## src/rtl/ysyx_24090018_exec_ctrl.sv

```systemverilog
// Multi-cycle sequencing controller: owns the PC, fetches over a req/valid handshake,
// waits on load/store completion, commits write-back and next PC, halts on ebreak/error.
module ysyx_24090018_exec_ctrl #(
  parameter int                    DATA_WIDTH = 32,
  parameter logic [DATA_WIDTH-1:0] RESET_PC   = 32'h8000_0000,
  parameter int                    TIMEOUT    = 255
) (
  input  logic                  clk,
  input  logic                  rst_n,
  input  logic                  start_i,
  output logic                  ifu_req_o,
  output logic [DATA_WIDTH-1:0] ifu_addr_o,
  input  logic                  ifu_rvalid_i,
  input  logic [DATA_WIDTH-1:0] ifu_rdata_i,
  output logic [DATA_WIDTH-1:0] inst_o,
  output logic [DATA_WIDTH-1:0] inst_addr_o,
  input  logic [DATA_WIDTH-1:0] jump_addr_i,
  input  logic                  branch_taken_i,
  input  logic                  ebreak_i,
  output logic                  lsu_req_o,
  output logic                  lsu_we_o,
  input  logic                  lsu_done_i,
  output logic                  rf_we_o,
  output logic                  halt_o,
  output logic                  err_o,
  output logic [31:0]           cycle_cnt_o,
  output logic [31:0]           instret_o
);

  typedef enum logic [2:0] {
    S_IDLE, S_FETCH, S_EXEC, S_MEM, S_WB, S_HALT
  } state_t;

  localparam logic [6:0] OP_REG    = 7'b0110011;
  localparam logic [6:0] OP_IMM    = 7'b0010011;
  localparam logic [6:0] OP_LOAD   = 7'b0000011;
  localparam logic [6:0] OP_STORE  = 7'b0100011;
  localparam logic [6:0] OP_BRANCH = 7'b1100011;
  localparam logic [6:0] OP_JAL    = 7'b1101111;
  localparam logic [6:0] OP_JALR   = 7'b1100111;
  localparam logic [6:0] OP_LUI    = 7'b0110111;
  localparam logic [6:0] OP_AUIPC  = 7'b0010111;
  localparam logic [6:0] OP_SYSTEM = 7'b1110011;

  localparam logic [7:0]            WAIT_LAST = 8'(TIMEOUT - 1);
  localparam logic [DATA_WIDTH-1:0] PC_STEP   = DATA_WIDTH'(4);

  state_t                state, state_nxt;
  logic [DATA_WIDTH-1:0] pc, pc_nxt;
  logic [DATA_WIDTH-1:0] inst, inst_nxt;
  logic [DATA_WIDTH-1:0] inst_addr, inst_addr_nxt;
  logic [7:0]            wait_cnt, wait_nxt;
  logic                  err, err_nxt;
  logic [31:0]           cycle_cnt, instret;

  logic [6:0] opcode;
  logic       op_legal;
  logic       op_no_wb;

  assign opcode   = inst[6:0];
  assign op_no_wb = (opcode == OP_STORE) || (opcode == OP_BRANCH) || (opcode == OP_SYSTEM);

  always_comb begin
    case (opcode)
      OP_REG, OP_IMM, OP_LOAD, OP_STORE, OP_BRANCH,
      OP_JAL, OP_JALR, OP_LUI, OP_AUIPC, OP_SYSTEM: op_legal = 1'b1;
      default:                                      op_legal = 1'b0;
    endcase
  end

  // Next-state and datapath-register updates; the wait counter is cleared on every
  // entry to FETCH or MEM so each handshake gets its own timeout budget.
  always_comb begin
    state_nxt     = state;
    pc_nxt        = pc;
    inst_nxt      = inst;
    inst_addr_nxt = inst_addr;
    wait_nxt      = wait_cnt;
    err_nxt       = err;
    case (state)
      S_IDLE: begin
        if (start_i) begin
          state_nxt = S_FETCH;
          wait_nxt  = 8'd0;
        end
      end
      S_FETCH: begin
        if (ifu_rvalid_i) begin
          inst_nxt      = ifu_rdata_i;
          inst_addr_nxt = pc;
          state_nxt     = S_EXEC;
        end else if (wait_cnt == WAIT_LAST) begin
          state_nxt = S_HALT;
          err_nxt   = 1'b1;
        end else begin
          wait_nxt = wait_cnt + 8'd1;
        end
      end
      S_EXEC: begin
        if (ebreak_i) begin
          state_nxt = S_HALT;
        end else if (!op_legal) begin
          state_nxt = S_HALT;
          err_nxt   = 1'b1;
        end else if ((opcode == OP_LOAD) || (opcode == OP_STORE)) begin
          state_nxt = S_MEM;
          wait_nxt  = 8'd0;
        end else begin
          state_nxt = S_WB;
        end
      end
      S_MEM: begin
        if (lsu_done_i) begin
          state_nxt = S_WB;
        end else if (wait_cnt == WAIT_LAST) begin
          state_nxt = S_HALT;
          err_nxt   = 1'b1;
        end else begin
          wait_nxt = wait_cnt + 8'd1;
        end
      end
      S_WB: begin
        if (opcode == OP_JAL) begin
          pc_nxt = jump_addr_i;
        end else if (opcode == OP_JALR) begin
          pc_nxt = {jump_addr_i[DATA_WIDTH-1:1], 1'b0};
        end else if ((opcode == OP_BRANCH) && branch_taken_i) begin
          pc_nxt = jump_addr_i;
        end else begin
          pc_nxt = pc + PC_STEP;
        end
        // A misaligned target still lands in the PC so it is visible after the halt.
        if (pc_nxt[1:0] != 2'b00) begin
          state_nxt = S_HALT;
          err_nxt   = 1'b1;
        end else begin
          state_nxt = S_FETCH;
          wait_nxt  = 8'd0;
        end
      end
      S_HALT:  state_nxt = S_HALT;
      default: state_nxt = S_IDLE;
    endcase
  end

  always_ff @(posedge clk) begin
    if (!rst_n) begin
      state     <= S_IDLE;
      pc        <= RESET_PC;
      inst      <= '0;
      inst_addr <= RESET_PC;
      wait_cnt  <= 8'd0;
      err       <= 1'b0;
      cycle_cnt <= 32'd0;
      instret   <= 32'd0;
    end else begin
      state     <= state_nxt;
      pc        <= pc_nxt;
      inst      <= inst_nxt;
      inst_addr <= inst_addr_nxt;
      wait_cnt  <= wait_nxt;
      err       <= err_nxt;
      if ((state != S_IDLE) && (state != S_HALT)) begin
        cycle_cnt <= cycle_cnt + 32'd1;
      end
      if (state == S_WB) begin
        instret <= instret + 32'd1;
      end
    end
  end

  assign ifu_req_o   = (state == S_FETCH);
  assign ifu_addr_o  = pc;
  assign inst_o      = inst;
  assign inst_addr_o = inst_addr;
  assign lsu_req_o   = (state == S_MEM);
  assign lsu_we_o    = (state == S_MEM) && (opcode == OP_STORE);
  assign rf_we_o     = (state == S_WB) && !op_no_wb;
  assign halt_o      = (state == S_HALT);
  assign err_o       = err;
  assign cycle_cnt_o = cycle_cnt;
  assign instret_o   = instret;

endmodule
```

## config.mk

```make
export PLATFORM = sky130hd
export DESIGN_NAME = ysyx_24090018_exec_ctrl
export DESIGN_NICKNAME = d
export VERILOG_FILES = /design/src/rtl/ysyx_24090018_exec_ctrl.sv
export SDC_FILE = /design/constraint.sdc
export NUM_CORES = 1
export LEC_CHECK = 0
export BUFFER_PORTS_ARGS = -buffer_cell sky130_fd_sc_hd__buf_2
export CAP_MARGIN = 30
export CORE_MARGIN = 3
export CORE_UTILIZATION = 30
export CTS_BUF_LIST = sky130_fd_sc_hd__clkbuf_8 sky130_fd_sc_hd__clkbuf_16
export CTS_CLUSTER_SIZE = 25
export DETAILED_ROUTE_END_ITERATION = 8
export PLACE_DENSITY = 0.56
export SETUP_SLACK_MARGIN = 0.2
export SLEW_MARGIN = 20
export SYNTH_ARGS = -nofsm -noshare
export SYNTH_HDL_FRONTEND = slang
export SYNTH_SLANG_ARGS = --single-unit
```

## constraint.sdc

```tcl
create_clock -name clk -period 4.9 [get_ports clk]
set_input_delay 0.245 -clock clk [delete_from_list [all_inputs] [get_ports clk]]
set_output_delay 0.245 -clock clk [all_outputs]
set_load 0.005 [all_outputs]
```

* After elaboration in Yosys (flattened, before gate mapping) *
Cells that the tools add are included.

cells by class
  muxes and demuxes = 30
  bitwise logic cells = 0
  $mul = 0
  div/mod/pow operators = 0
  $lt $le $gt $ge = 0
  add/sub/neg operators = 4
  shift operators = 0
  reduce and logical (&&, ||, !) cells = 17
  equal/unequal tests = 26

operators by type and width
  kind                                                             count
  32-bit 2-to-1 mux                                                4
  32-bit by 1-bit adder with 32-bit output, second input constant  2
  8-bit 2-to-1 mux                                                 8
  8-bit case mux with 5 select lines                               1
  32-bit by 3-bit adder with 32-bit output, second input constant  1
  7-bit == test, second input constant                             4
  3-bit 2-to-1 mux                                                 8
  7-bit by 6-bit == test with 1-bit output, second input constant  3
  2-bit inequality test, second input constant                     9
  3-bit case mux with 6 select lines                               1
  7-bit by 5-bit == test with 1-bit output, second input constant  2
  10-bit OR reduction                                              1
  8-bit by 1-bit adder with 8-bit output, second input constant    1
  8-bit == test, second input constant                             1
  8-bit AND reduction                                              1
  7-bit by 2-bit == test with 1-bit output, second input constant  1
  1-bit 2-to-1 mux                                                 7
  3-bit by 2-bit == test with 1-bit output, second input constant  2
  3-bit == test, second input constant                             2
  6-bit AND reduction                                              1
  5-bit nonzero test                                               1
  1-bit logical AND                                                4
  1-bit case mux with 4 select lines                               1
  4-bit nonzero test                                               1
  other kinds (8)                                                  10

storage, ports and cells
  logic and storage cells = 85
  bits in read-only memories = 0
  output and inout bits = 166
  latch bits = 0
  memories kept = 0
  memory bits (writable) = 0
  flip-flop bits (word level) = 172
  bits of input ports = 71

* Depth between registers and ports, before layout *
  depth in word-level cells = 9
  gate-level depth with buffers = 9

* Least setup slack after synthesis *
No wires, ideal clock.

  path kind = register -> register
  start point = register pc[2], in the netlist ifu_addr_o[2]
  end point = register pc[29], in the netlist ifu_addr_o[29]
  path slack = 2.935 ns
  required time = 4.767 ns
  library setup time = 0.133 ns
  stages on the path, launching flop included = 8
  data arrival time = 1.832 ns
  clock period less this slack = 1.965 ns
  path through = dfxtp_1 -> nand4_1 -> or4_1 -> buf_1 -> nor3_2 -> nand3_1 -> a31oi_1 -> a31oi_1

between the ends
  longest elaborated chain between the ends = 5

RTL lines
  what                                      RTL line  source
  start: declaration                        49        logic [DATA_WIDTH-1:0] pc, pc_nxt;
  start signal: assignment                  158       pc <= pc_nxt;
  32-bit by 3-bit adder with 32-bit output  130       pc_nxt = pc + PC_STEP;
  32-bit 2-to-1 mux                         127       end else if ((opcode == OP_BRANCH) && branch_taken_i) begin
  32-bit 2-to-1 mux                         125       end else if (opcode == OP_JALR) begin
  32-bit 2-to-1 mux                         123       if (opcode == OP_JAL) begin
  32-bit 2-to-1 mux                         80        case (state)

Every way passes these cells. The select of a mux whose other input is x is not followed.
A chain may end at the register's enable or synchronous reset.

* Worst setup path in the final report *
  start point = register state[2]
  end point = register instret[26], in the netlist instret_o[26]

between the ends
  longest elaborated chain between the ends = 1

RTL lines
  what                      RTL line  source
  start: declaration        48        state_t state, state_nxt;
  start signal: assignment  157       state <= state_nxt;
  3-bit == test             166       if (state == S_WB) begin
  end signal: assignment    167       instret <= instret + 32'd1;
  end: declaration          54        logic [31:0] cycle_cnt, instret;

Every way passes these cells.

==> metrics.csv <==
stage,metric,value,unit
outcome,status,completed,
die,start_util,30.8,%
sta,fin_ws,2.07,ns
worst_setup_path,r2r_slack,2.07,ns
synth,yosysTopAreaCellShare,43.9,%
placed_design,dpl_worst_slack,2.05,ns
synth,syn_nets,1079,
die,io_pins,237,
global_routing,grt_first_pass_wirelength,38400,um
sta,timing.fmax,353,MHz
worst_setup_path,r2r-start,state[2]$_SDFFE_PN0P_,
synth,synth_edf_count,0,
synth,netlist_top_cells_count,"209 x nand2_1, 172 x dfxtp_1, 109 x a21oi_1",
worst_setup_path,crit_chain,nor3b_4 -> buf_4 -> and3_1 -> nor4b_4 -> nand4_1 -> xor2_1 -> nor2_1,
route,wl,23500,um
final_layout,utilization,38.8,%
synth,avgSynthCellArea,7.82,um2
cts,root_buffer,clkbuf_16,
cts,clk_latency,0.41,ns
synth,async_reset_ff_share,0,%
hold_path,holdCritPathClass,input port to register,
sta,relSlewSlack,41.4,%
die,rows,58,
cts,cts_resized,0,
cts,cts_setup_buffers,0,
cts,cts_hold_buf,0,
worst_setup_path,crit_arrival,3.13,ns
route,drc_errors,0,
worst_setup_path,required,5.19,ns
sta,worst_pin_slew,0.877,ns
sta,rsz0062_at_grt,false,
worst_setup_path,worst_r2r_endpoint,instret_o[26]$_SDFFE_PN0P_,
route,vias,7686,
pwr,p_leak,0.00399,uW
die,die_w,168,um
pwr,pwr_density_cell,302,nW/um2
hold_path,hold_start,ifu_rdata_i[9],
synth,synth.area.top_cells,"dfxtp_1 44%, nand2_1 10%, a21oi_1 7.0%",
pwr,peakVddDrop,0.000213,V
cts,h-tree-depth,4,
synth,synth_cell_types,65,
cts,clkTransAtPathRegs,0.07,ns
worst_setup_path,crit_type,register to register,
run,drv_cap,0,
final_layout,drive_above_1_share,24.2,%
synth,synth_cells,1003,
final_layout,fill_cells,2714,
worst_setup_path,max_stage_delay,0.69,ns
synth,syn_area,7840,um2
synth,yosysWarnings,0,
cts,cts.path.max_buffers,2,
pwr,finalPower,2990,uW
global_routing,grt_start_max_net_pins,53,
synth,ys_seq_elements,172,
cts,cts_sinks,172,
cts,cts_tree,yes,
route,wl_per_cell,15.1,um
placed_design,port_buffers,236,
global_routing,grt_overflow,0,
global_routing,antenna_found_initial,1,
route,dr.pass1.iters,5,
die,dieArea,28100,um2
sta,period_share,57.8,%
route,vias_per_cell,4.96,
die,die_y,168,um
route,first_iter_violations,410,
worst_setup_path,cp_slowest_cell,dfxtp_1,
sta,layout_min_cycle_time,2.83,ns
synth,synth_top_area_cell,dfxtp_1,
worst_setup_path,path_buf_inv,1,
die,coreArea,25500,um2
placed_design,hpwl,16500,um
sta,skew,0.0115,ns
worst_setup_path,start_kind,register,
route,ant_nets,0,
placed_design,routabilityCongestion,0.811,
sta,final-hold-violation-count,0,
worst_setup_path,cpLargestDelayFamily,simple AND/OR/NAND/NOR gates,
worst_setup_path,cp_max_fo,47,
final_layout,area_growth,26.1,%
hold_path,holdPathStages,3,
synth,yosysSeqAreaShare,43.9,%
sta,finalSetupViolations,0,
synth,ys.flop_type,dfxtp_1,
global_routing,globalRouteTotalUtil,16.4,%
worst_setup_path,worst_setup_path_end_kind,register,
final_layout,design.final.nets,1284,
sta,drv_slew,0,
sta,fin_setup_tns,0,ns
cts,cts_buffers,17,
global_routing,first_global_vias,7252,
worst_setup_path,ff2ff_path_depth,7,
hold_path,min_to,inst_o[9]$_SDFFE_PN0P_,
synth,synth_most_common_cell,nand2_1,
[flip-flops by register name, summed over array words and instances, names as in the netlist]
register and flops:
cycle_cnt_o 32, ifu_addr_o 32, inst_addr_o 32, inst_o 32, instret_o 32, wait_cnt 8, state 3, err_o 1
[worst max path at each step]
| stage | from | end | slack, ns | depth (start not counted) |
|---|---|---|---|---|
| 6_report | state[2]$_SDFFE_PN0P_ | instret_o[26]$_SDFFE_PN0P_ | 2.07 | 7 |
| 5_1_grt | state[2]$_SDFFE_PN0P_ | instret_o[26]$_SDFFE_PN0P_ | 1.73 | 7 |
| 4_1_cts | state[2]$_SDFFE_PN0P_ | instret_o[26]$_SDFFE_PN0P_ | 2.05 | 7 |
| 3_5_place_dp | state[2]$_SDFFE_PN0P_ | instret_o[26]$_SDFFE_PN0P_ | 2.05 | 7 |
| 3_3_place_gp | state[2]$_SDFFE_PN0P_ | instret_o[26]$_SDFFE_PN0P_ | 2.09 | 7 |
| 2_1_floorplan | ifu_addr_o[2]$_SDFFE_PN0P_ | ifu_addr_o[29]$_SDFFE_PN0P_ | 2.93 | 7 |
[placed cells by master (no fill, tap or decap), types with 9 or more instances in the layout]
cell type	count
and3_1	14
xor2_1	32
xnor2_1	16
o21ai_0	49
nand4_1	22
inv_1	15
nor2_1	91
nand3_1	40
clkbuf_16	17
dfxtp_1	172
a21oi_1	109
a211oi_1	13
buf_4	9
nor3_1	19
or3_1	15
and4_1	10
nand2_1	208
buf_2	236
[per-layer routing]
| metal | global-route usage, % | up-vias | routed length [um] |
|---|---|---|---|
| met3 | 4.20 | 18 | 1490 |
| met2 | 26.3 | 206 | 10600 |
| met5 | 0 | - | 0 |
| met1 | 21.8 | 3555 | 11100 |
| li1 | - | 3907 | - |
| met4 | 4.77 | 0 | 354 |
[worst register-to-register path, stage by stage, from the launching register on]
cell and delay, ns:
dfxtp_1 0.69, nor3b_4 0.27, buf_4 0.46, and3_1 0.39
nor4b_4 0.52, nand4_1 0.18, xor2_1 0.15, nor2_1 0.05
[per-stage QoR]
step	hold slack, ns	area [um2]	cells
floorplan	0.381	7840	1003
detailed placement	0.443	9300	1518
global route	0.0385	9890	1550
global placement	0.433	9280	1517
CTS	0.0341	9880	1548
finish	0.0591	9890	1550
[power breakdown]
group          switching (uW)  internal, uW
logic                     112          65.5
clock network             600           768
registers                23.2          1420
total                     735          2250
[final cells by class]
cell class | instances | area [um2] | area share (%)
Tap cell | 330 | 413 | 4.18
Multi-Input combinational cell | 754 | 4110 | 41.6
Inverter | 16 | 62.6 | 0.633
Clock buffer | 18 | 439 | 4.44
Timing Repair Buffer | 247 | 1270 | 12.9
Sequential cell | 172 | 3440 | 34.8
Clock inverter | 12 | 139 | 1.40
Antenna cell | 1 | 2.50 | 0.0253
[kinds of logic (layout without fill, tap and decap cells)]
kind of cell    count (synthesis)  after routing  synth area share [%]
flops                         172            172                  43.9
xor+xnor                       49             49                  5.57
fa+ha+maj                       5              5                 0.798
simple gates                  464            464                  27.9
buf+inv                        77            293                  3.86
other cells                     0              1                     0
compound gates                231            231                  17.4
mux                             5              5                 0.638
Note: power is estimated with default switching activity, not from simulation.
